--- config.mk ---
export PLATFORM = sky130hd
export DESIGN_NAME = fifo_drain_ctrl
export DESIGN_NICKNAME = d
export VERILOG_FILES = /design/src/rtl/fifo_drain_pkg.sv /design/src/rtl/drain_out_queue.sv /design/src/rtl/fifo_drain_ctrl.sv
export SDC_FILE = /design/constraint.sdc
export NUM_CORES = 1
export LEC_CHECK = 0
export ABC_CLOCK_PERIOD_IN_PS = 3000
export CORE_UTILIZATION = 52
export CTS_CLUSTER_SIZE = 24
export DETAILED_ROUTE_END_ITERATION = 8
export PLACE_DENSITY = 0.74
export SYNTH_ARGS = -nofsm -noshare
export SYNTH_HDL_FRONTEND = slang
export SYNTH_HIERARCHICAL = 1
export SYNTH_SLANG_ARGS = --single-unit
--- constraint.sdc ---
create_clock -name clk -period 3 [get_ports clk]
set_input_delay 0.6 -clock clk [delete_from_list [all_inputs] [get_ports clk]]
set_output_delay 0.6 -clock clk [all_outputs]
set_load 0.01 [all_outputs]
--- src/rtl/fifo_drain_pkg.sv ---
// Shared types and default constants for the flushable-FIFO drain sequencer.
package fifo_drain_pkg;

  localparam int unsigned RD_WIDTH      = 32;
  localparam int unsigned OUT_DEPTH_DEF = 4;
  localparam int unsigned TIMEOUT_DEF   = 16;
  localparam int unsigned CNT_W_DEF     = 16;
  localparam int unsigned TIMER_W       = 8;

  typedef enum logic [1:0] {
    IDLE  = 2'd0,
    FLUSH = 2'd1,
    DRAIN = 2'd2
  } drain_state_t;

  // One output-queue entry: flush marks words produced by a flush (may be zero padded).
  typedef struct packed {
    logic                flush;
    logic [RD_WIDTH-1:0] data;
  } q_entry_t;

endpackage

--- src/rtl/drain_out_queue.sv ---
// Small synchronous FIFO of queue entries with simultaneous push/pop and a
// combinational head.
module drain_out_queue
  import fifo_drain_pkg::*;
#(
  parameter int unsigned DEPTH = OUT_DEPTH_DEF,
  parameter int unsigned CW    = $clog2(DEPTH + 1)
) (
  input  logic          clk,
  input  logic          rst,
  input  logic          i_push,
  input  q_entry_t      i_push_entry,
  input  logic          i_pop,
  output q_entry_t      o_head,
  output logic [CW-1:0] o_count,
  output logic          o_full,
  output logic          o_empty
);

  localparam int unsigned PTR_W = (DEPTH > 1) ? $clog2(DEPTH) : 1;

  q_entry_t         r_mem [DEPTH];
  logic [PTR_W-1:0] r_wr_ptr;
  logic [PTR_W-1:0] r_rd_ptr;
  logic [CW-1:0]    r_count;
  logic             w_push_ok;
  logic             w_pop_ok;

  function automatic logic [PTR_W-1:0] ptr_inc(input logic [PTR_W-1:0] p);
    return (p == PTR_W'(DEPTH - 1)) ? '0 : p + PTR_W'(1);
  endfunction

  assign o_full    = (r_count == CW'(DEPTH));
  assign o_empty   = (r_count == '0);
  assign w_pop_ok  = i_pop && !o_empty;
  // A push into a full queue is accepted only when the head leaves this cycle.
  assign w_push_ok = i_push && (!o_full || w_pop_ok);
  assign o_head    = r_mem[r_rd_ptr];
  assign o_count   = r_count;

  always_ff @(posedge clk) begin
    if (w_push_ok) begin
      r_mem[r_wr_ptr] <= i_push_entry;
    end
  end

  always_ff @(posedge clk or posedge rst) begin
    if (rst) begin
      r_wr_ptr <= '0;
      r_rd_ptr <= '0;
      r_count  <= '0;
    end else begin
      if (w_push_ok) begin
        r_wr_ptr <= ptr_inc(r_wr_ptr);
      end
      if (w_pop_ok) begin
        r_rd_ptr <= ptr_inc(r_rd_ptr);
      end
      case ({w_push_ok, w_pop_ok})
        2'b10:   r_count <= r_count + CW'(1);
        2'b01:   r_count <= r_count - CW'(1);
        default: r_count <= r_count;
      endcase
    end
  end

endmodule

--- src/rtl/fifo_drain_ctrl.sv ---
// Consumer-side sequencer for the 4-in/32-out flushable FIFO: reads full words,
// flushes idle partial data on timeout or software request, and queues results.
module fifo_drain_ctrl
  import fifo_drain_pkg::*;
#(
  parameter int unsigned OUT_DEPTH = OUT_DEPTH_DEF,
  parameter int unsigned TIMEOUT   = TIMEOUT_DEF,
  parameter int unsigned CNT_W     = CNT_W_DEF
) (
  input  logic                clk,
  input  logic                rst,
  input  logic                fifo_data_avail_i,
  input  logic                fifo_empty_i,
  input  logic                fifo_flush_done_i,
  input  logic [RD_WIDTH-1:0] fifo_rd_data_i,
  output logic                fifo_rd_o,
  output logic                fifo_flush_o,
  input  logic                force_flush_i,
  output logic                out_valid_o,
  input  logic                out_ready_i,
  output logic [RD_WIDTH-1:0] out_data_o,
  output logic                out_flush_o,
  output logic                flush_cmpl_o,
  output logic [CNT_W-1:0]    word_cnt_o,
  output logic [CNT_W-1:0]    flush_cnt_o
);

  localparam int unsigned QCW = $clog2(OUT_DEPTH + 1);

  drain_state_t       r_state;
  drain_state_t       w_next_state;
  logic               r_pending;
  logic               w_pending_next;
  logic [TIMER_W-1:0] r_timer;
  logic [TIMER_W-1:0] w_timer_next;
  logic               r_flush;
  logic               r_flush_cmpl;
  logic [CNT_W-1:0]   r_word_cnt;
  logic [CNT_W-1:0]   r_flush_cnt;

  q_entry_t           w_push_entry;
  q_entry_t           w_head;
  logic [QCW-1:0]     w_count;
  logic               w_q_full;
  logic               w_q_empty;
  logic               w_pop;
  logic               w_push;
  logic               w_rd;
  logic               w_flush_push;
  logic               w_start;
  logic               w_drain_done;
  logic               w_idle_partial;
  logic               w_timeout;
  logic               w_force_ok;

  drain_out_queue #(
    .DEPTH (OUT_DEPTH),
    .CW    (QCW)
  ) u_queue (
    .clk          (clk),
    .rst          (rst),
    .i_push       (w_push),
    .i_push_entry (w_push_entry),
    .i_pop        (w_pop),
    .o_head       (w_head),
    .o_count      (w_count),
    .o_full       (w_q_full),
    .o_empty      (w_q_empty)
  );

  // Read/flush capture path into the output queue.
  assign w_pop        = !w_q_empty && out_ready_i;
  assign w_rd         = !rst && (r_state == IDLE) && fifo_data_avail_i && !r_pending
                        && (!w_q_full || w_pop);
  assign w_flush_push = (r_state == FLUSH) && !fifo_empty_i;
  assign w_push       = w_rd || w_flush_push;

  always_comb begin
    w_push_entry       = '0;
    w_push_entry.flush = (r_state == FLUSH);
    w_push_entry.data  = fifo_rd_data_i;
  end

  // Idle-partial timer and flush request bookkeeping.
  assign w_idle_partial = (r_state == IDLE) && !fifo_empty_i && !fifo_data_avail_i && !r_pending;
  assign w_timeout      = w_idle_partial && (r_timer == TIMER_W'(TIMEOUT - 1));
  assign w_force_ok     = force_flush_i && !((r_state == IDLE) && fifo_empty_i);

  always_comb begin
    w_timer_next   = '0;
    w_pending_next = r_pending;
    if (w_idle_partial && !w_timeout) begin
      w_timer_next = r_timer + TIMER_W'(1);
    end
    // A request arriving on the flush start cycle is served by that flush.
    if (w_start) begin
      w_pending_next = 1'b0;
    end else if (w_force_ok || w_timeout) begin
      w_pending_next = 1'b1;
    end
  end

  always_comb begin
    w_next_state = r_state;
    w_start      = 1'b0;
    w_drain_done = 1'b0;
    unique case (r_state)
      IDLE: begin
        if (r_pending && w_q_empty && !fifo_empty_i) begin
          w_next_state = FLUSH;
          w_start      = 1'b1;
        end
      end
      FLUSH: begin
        if (fifo_flush_done_i) begin
          w_next_state = DRAIN;
        end
      end
      DRAIN: begin
        if (w_q_empty || ((w_count == QCW'(1)) && w_pop)) begin
          w_next_state = IDLE;
          w_drain_done = 1'b1;
        end
      end
      default: w_next_state = IDLE;
    endcase
  end

  always_ff @(posedge clk or posedge rst) begin
    if (rst) begin
      r_state      <= IDLE;
      r_pending    <= 1'b0;
      r_timer      <= '0;
      r_flush      <= 1'b0;
      r_flush_cmpl <= 1'b0;
      r_word_cnt   <= '0;
      r_flush_cnt  <= '0;
    end else begin
      r_state      <= w_next_state;
      r_pending    <= w_pending_next;
      r_timer      <= w_timer_next;
      r_flush      <= (w_next_state == FLUSH);
      r_flush_cmpl <= w_drain_done;
      if (w_pop && (r_word_cnt != '1)) begin
        r_word_cnt <= r_word_cnt + CNT_W'(1);
      end
      if (w_drain_done && (r_flush_cnt != '1)) begin
        r_flush_cnt <= r_flush_cnt + CNT_W'(1);
      end
    end
  end

  assign fifo_rd_o    = w_rd;
  assign fifo_flush_o = r_flush;
  assign out_valid_o  = !w_q_empty;
  assign out_data_o   = w_q_empty ? '0 : w_head.data;
  assign out_flush_o  = !w_q_empty && w_head.flush;
  assign flush_cmpl_o = r_flush_cmpl;
  assign word_cnt_o   = r_word_cnt;
  assign flush_cnt_o  = r_flush_cnt;

endmodule

==> metrics <==
Async S/R FF share, synth=0.283; Area Overhead vs Synth=26.3%; port buffer count=approximately 110; antenna violations before repair=0; Final min period=about 2.9 ns; met2 Track Usage GR=0.340; Clk Latency, worst-skew pair=roughly 0.43 ns; Final Setup Violations=0; Vias=4350; height of the die=around 120 um; gr usage total=0.207; final hold violation count=0; CTS buffer count=17; Slowest-stage cell, CP=dfrtp_4; max-cap violations=0; status=finished clean; number of routed nets with antenna violations=0; initial DRC count=between 200 and 250; Setup crit end kind=output pin; core region area=between 10000 and 15000 um^2; Non-Filler Instances=approximately 780; slowest stage delay, CP=~0.6 ns; worst path bufs/invs=2; syn avg cell area=about 17 um^2; highest clock rate=between 300 and 400 MHz; cell taking the most area after synthesis=edfxtp_1; Mapped Area=~7600 um^2; top cells by area, synth=edfxtp_1 (52%), dfrtp_1 (17%), mux4_2 (9.8%); starting density of the core=0.541; layout cells sized above 1=0.179; cell count after placement=between 700 and 800; Ant. Diodes=0; worst slew pin tran=0.582 ns; critical path, cell by cell=buf_4 -> mux4_2 -> nor2b_1 -> clkdlybuf4s50_1; unrepaired setup endpoints after global routing=no; count leader, synth=edfxtp_1; number of global-route vias before repair=roughly 4400; detailed-placement wirelength estimate=around 9500 um; worst hold path type=reg2reg; FP Rows=43; gpl congestion=a little over 0.8; CTS root buf=clkbuf_16; Area after DPL=between 9000 and 10000 um^2; CP Class=reg2out; GR peak layer=met2; cell area after layout=around 9600 um^2; Pwr Density=slightly above 800 nW/um^2; Tot Pwr=~8000 uW; post-CTS setup buffers=0; Setup Skew=~0.0081 ns; fill cell count=about 970; H-tree lvl count=4; Synth Instances=456; Synth cell types=50; Congestion Overflow GR=0; crit path max fanout=17; DRC=0; Final Slew Violations=0; Worst Path Required=about 2.4 ns; largest net degree at the start of global routing=46; Synth top area share=0.520; top post-synthesis cells by count=edfxtp_1 (132), dfrtp_1 (52), nor2b_1 (35); Mapped Nets=a little over 500; #FFs+latches synth=~180; global-route wire length before repair=22600 um; ys flop type=edfxtp_1; Die W=123 um; Tcrit/Tclk final=0.964; via/cell ratio=roughly 5.6; cts-stage hold buffer count=0; Ys Warns=6; I/O pin total=between 100 and 150; slew margin rel.=0.612; Reg clk slew, reported paths=about 0.070 ns; Worst IR Drop VDD=about 0.52 mV; post-synthesis sequential area ratio=0.691; kind of start point of the critical path=register; CTS tree=done; Die ar.=between 15000 and 20000 um^2; GRT met1 Usage=0.261; GR Util met3=0.0604; Routed WL per cell=about 19 um; Post-synth EDFFs=132; Lkg Pwr=approximately 0.0035 uW; final core occ=0.682; CP Data Arrival Time=about 2.3 ns; Fin Setup TNS=0 ns; Top delay family on crit path=buffers and inverters; CTS Sinks=approximately 180; Post-layout nets=634; WL final=between 10000 and 15000 um; CTS max path bufs=2; DRT Pass-1 Iters=4
## flip-flops by register name, summed over array words and instances (netlist names)
name              cells
u_queue/r_rd_ptr      2
fifo_flush_o          1
u_queue/r_wr_ptr      2
r_timer               8
r_pending             1
flush_cnt_o          16
word_cnt_o           16
u_queue/r_mem       132
r_state               2
u_queue/o_count       3
flush_cmpl_o          1
## area by class of cell
type                       count  area, um^2  area share
inverter                      18        72.6     0.00754
tap                          180         225      0.0234
multi-input combinational    241        2230       0.232
sequential                   184        5270       0.548
clock buffer                  17         425      0.0442
clock inverter                14         125      0.0130
timing repair buffer         123        1270       0.132
## report_power, final
group	leakage (uW)	internal (uW)	switching (uW)
combinational	0.00136	1530	1140
clock	0.000252	1140	947
sequential	0.00188	2990	235
## worst paths after layout
check,startpoint,end,slack (ns),cells after the start
worst max-delay path,u_queue/r_rd_ptr[1],out_data_o[18],0.11,4
worst min-delay path,r_timer[0],r_timer[0],0.47,1
worst max register to register,u_queue/o_count[0],u_queue/o_count[2],0.38,13
worst min register to register,r_timer[0],r_timer[0],0.47,1
max in group asynchronous,rst,flush_cnt_o[11],1.80,3
min in group asynchronous,rst,u_queue/r_wr_ptr[1],0.56,2
## cell families (layout without fill, tap and decap cells)
kind of cell | Yosys count | after routing | share of synthesized area
compound gates | 17 | 17 | 0.0182
xor+xnor | 36 | 36 | 0.0414
fa+ha+maj | 10 | 10 | 0.0174
buf+inv | 31 | 172 | 0.0176
flops | 184 | 184 | 0.691
mux | 39 | 39 | 0.108
simple gates | 139 | 139 | 0.107
## metal layers
metal,up-vias,part of all wire
met5,-,0
li1,1967,-
met4,0,0.018
met1,2214,0.42
met3,22,0.062
met2,147,0.50
## through the flow
step	hold slack, ns	setup slack (ns)
detailed placement	0.455	0.0931
global placement	0.438	0.151
global route	0.483	0.0106
floorplan	0.403	0.0000921
finish	0.470	0.107
CTS	0.464	0.0739
## timing repair
item                       CTS  global route
gates cloned                 0             1
gates resized for setup      1             0
setup endpoints to repair    1             1
hold endpoints to repair     0             0
## cells in the final DEF, fill, tap and decap left out, drive strengths merged, types with 3 or more instances in the layout
cell           netlist  layout
clkinvlp             0       7
and3                 3       3
mux2                 5       5
xnor2               23      23
a21oi                5       5
dfrtp               52      52
clkdlybuf4s50        0     107
clkinv               1       4
edfxtp             132     132
nand4               12      12
or3                  3       3
o21ai                3       3
nand2               23      23
xor2                13      13
nor2                26      26
mux4                33      33
nor4                 4       4
buf                  9      15
inv                 17      20
nor3                 4       4
clkbuf               4      18
nand2b               3       3
and4                 5       5
nand3               11      11
ha                   9       9
nor2b               35      35
and2                 4       4
No activity file was read; power rests on OpenSTA's default activity.
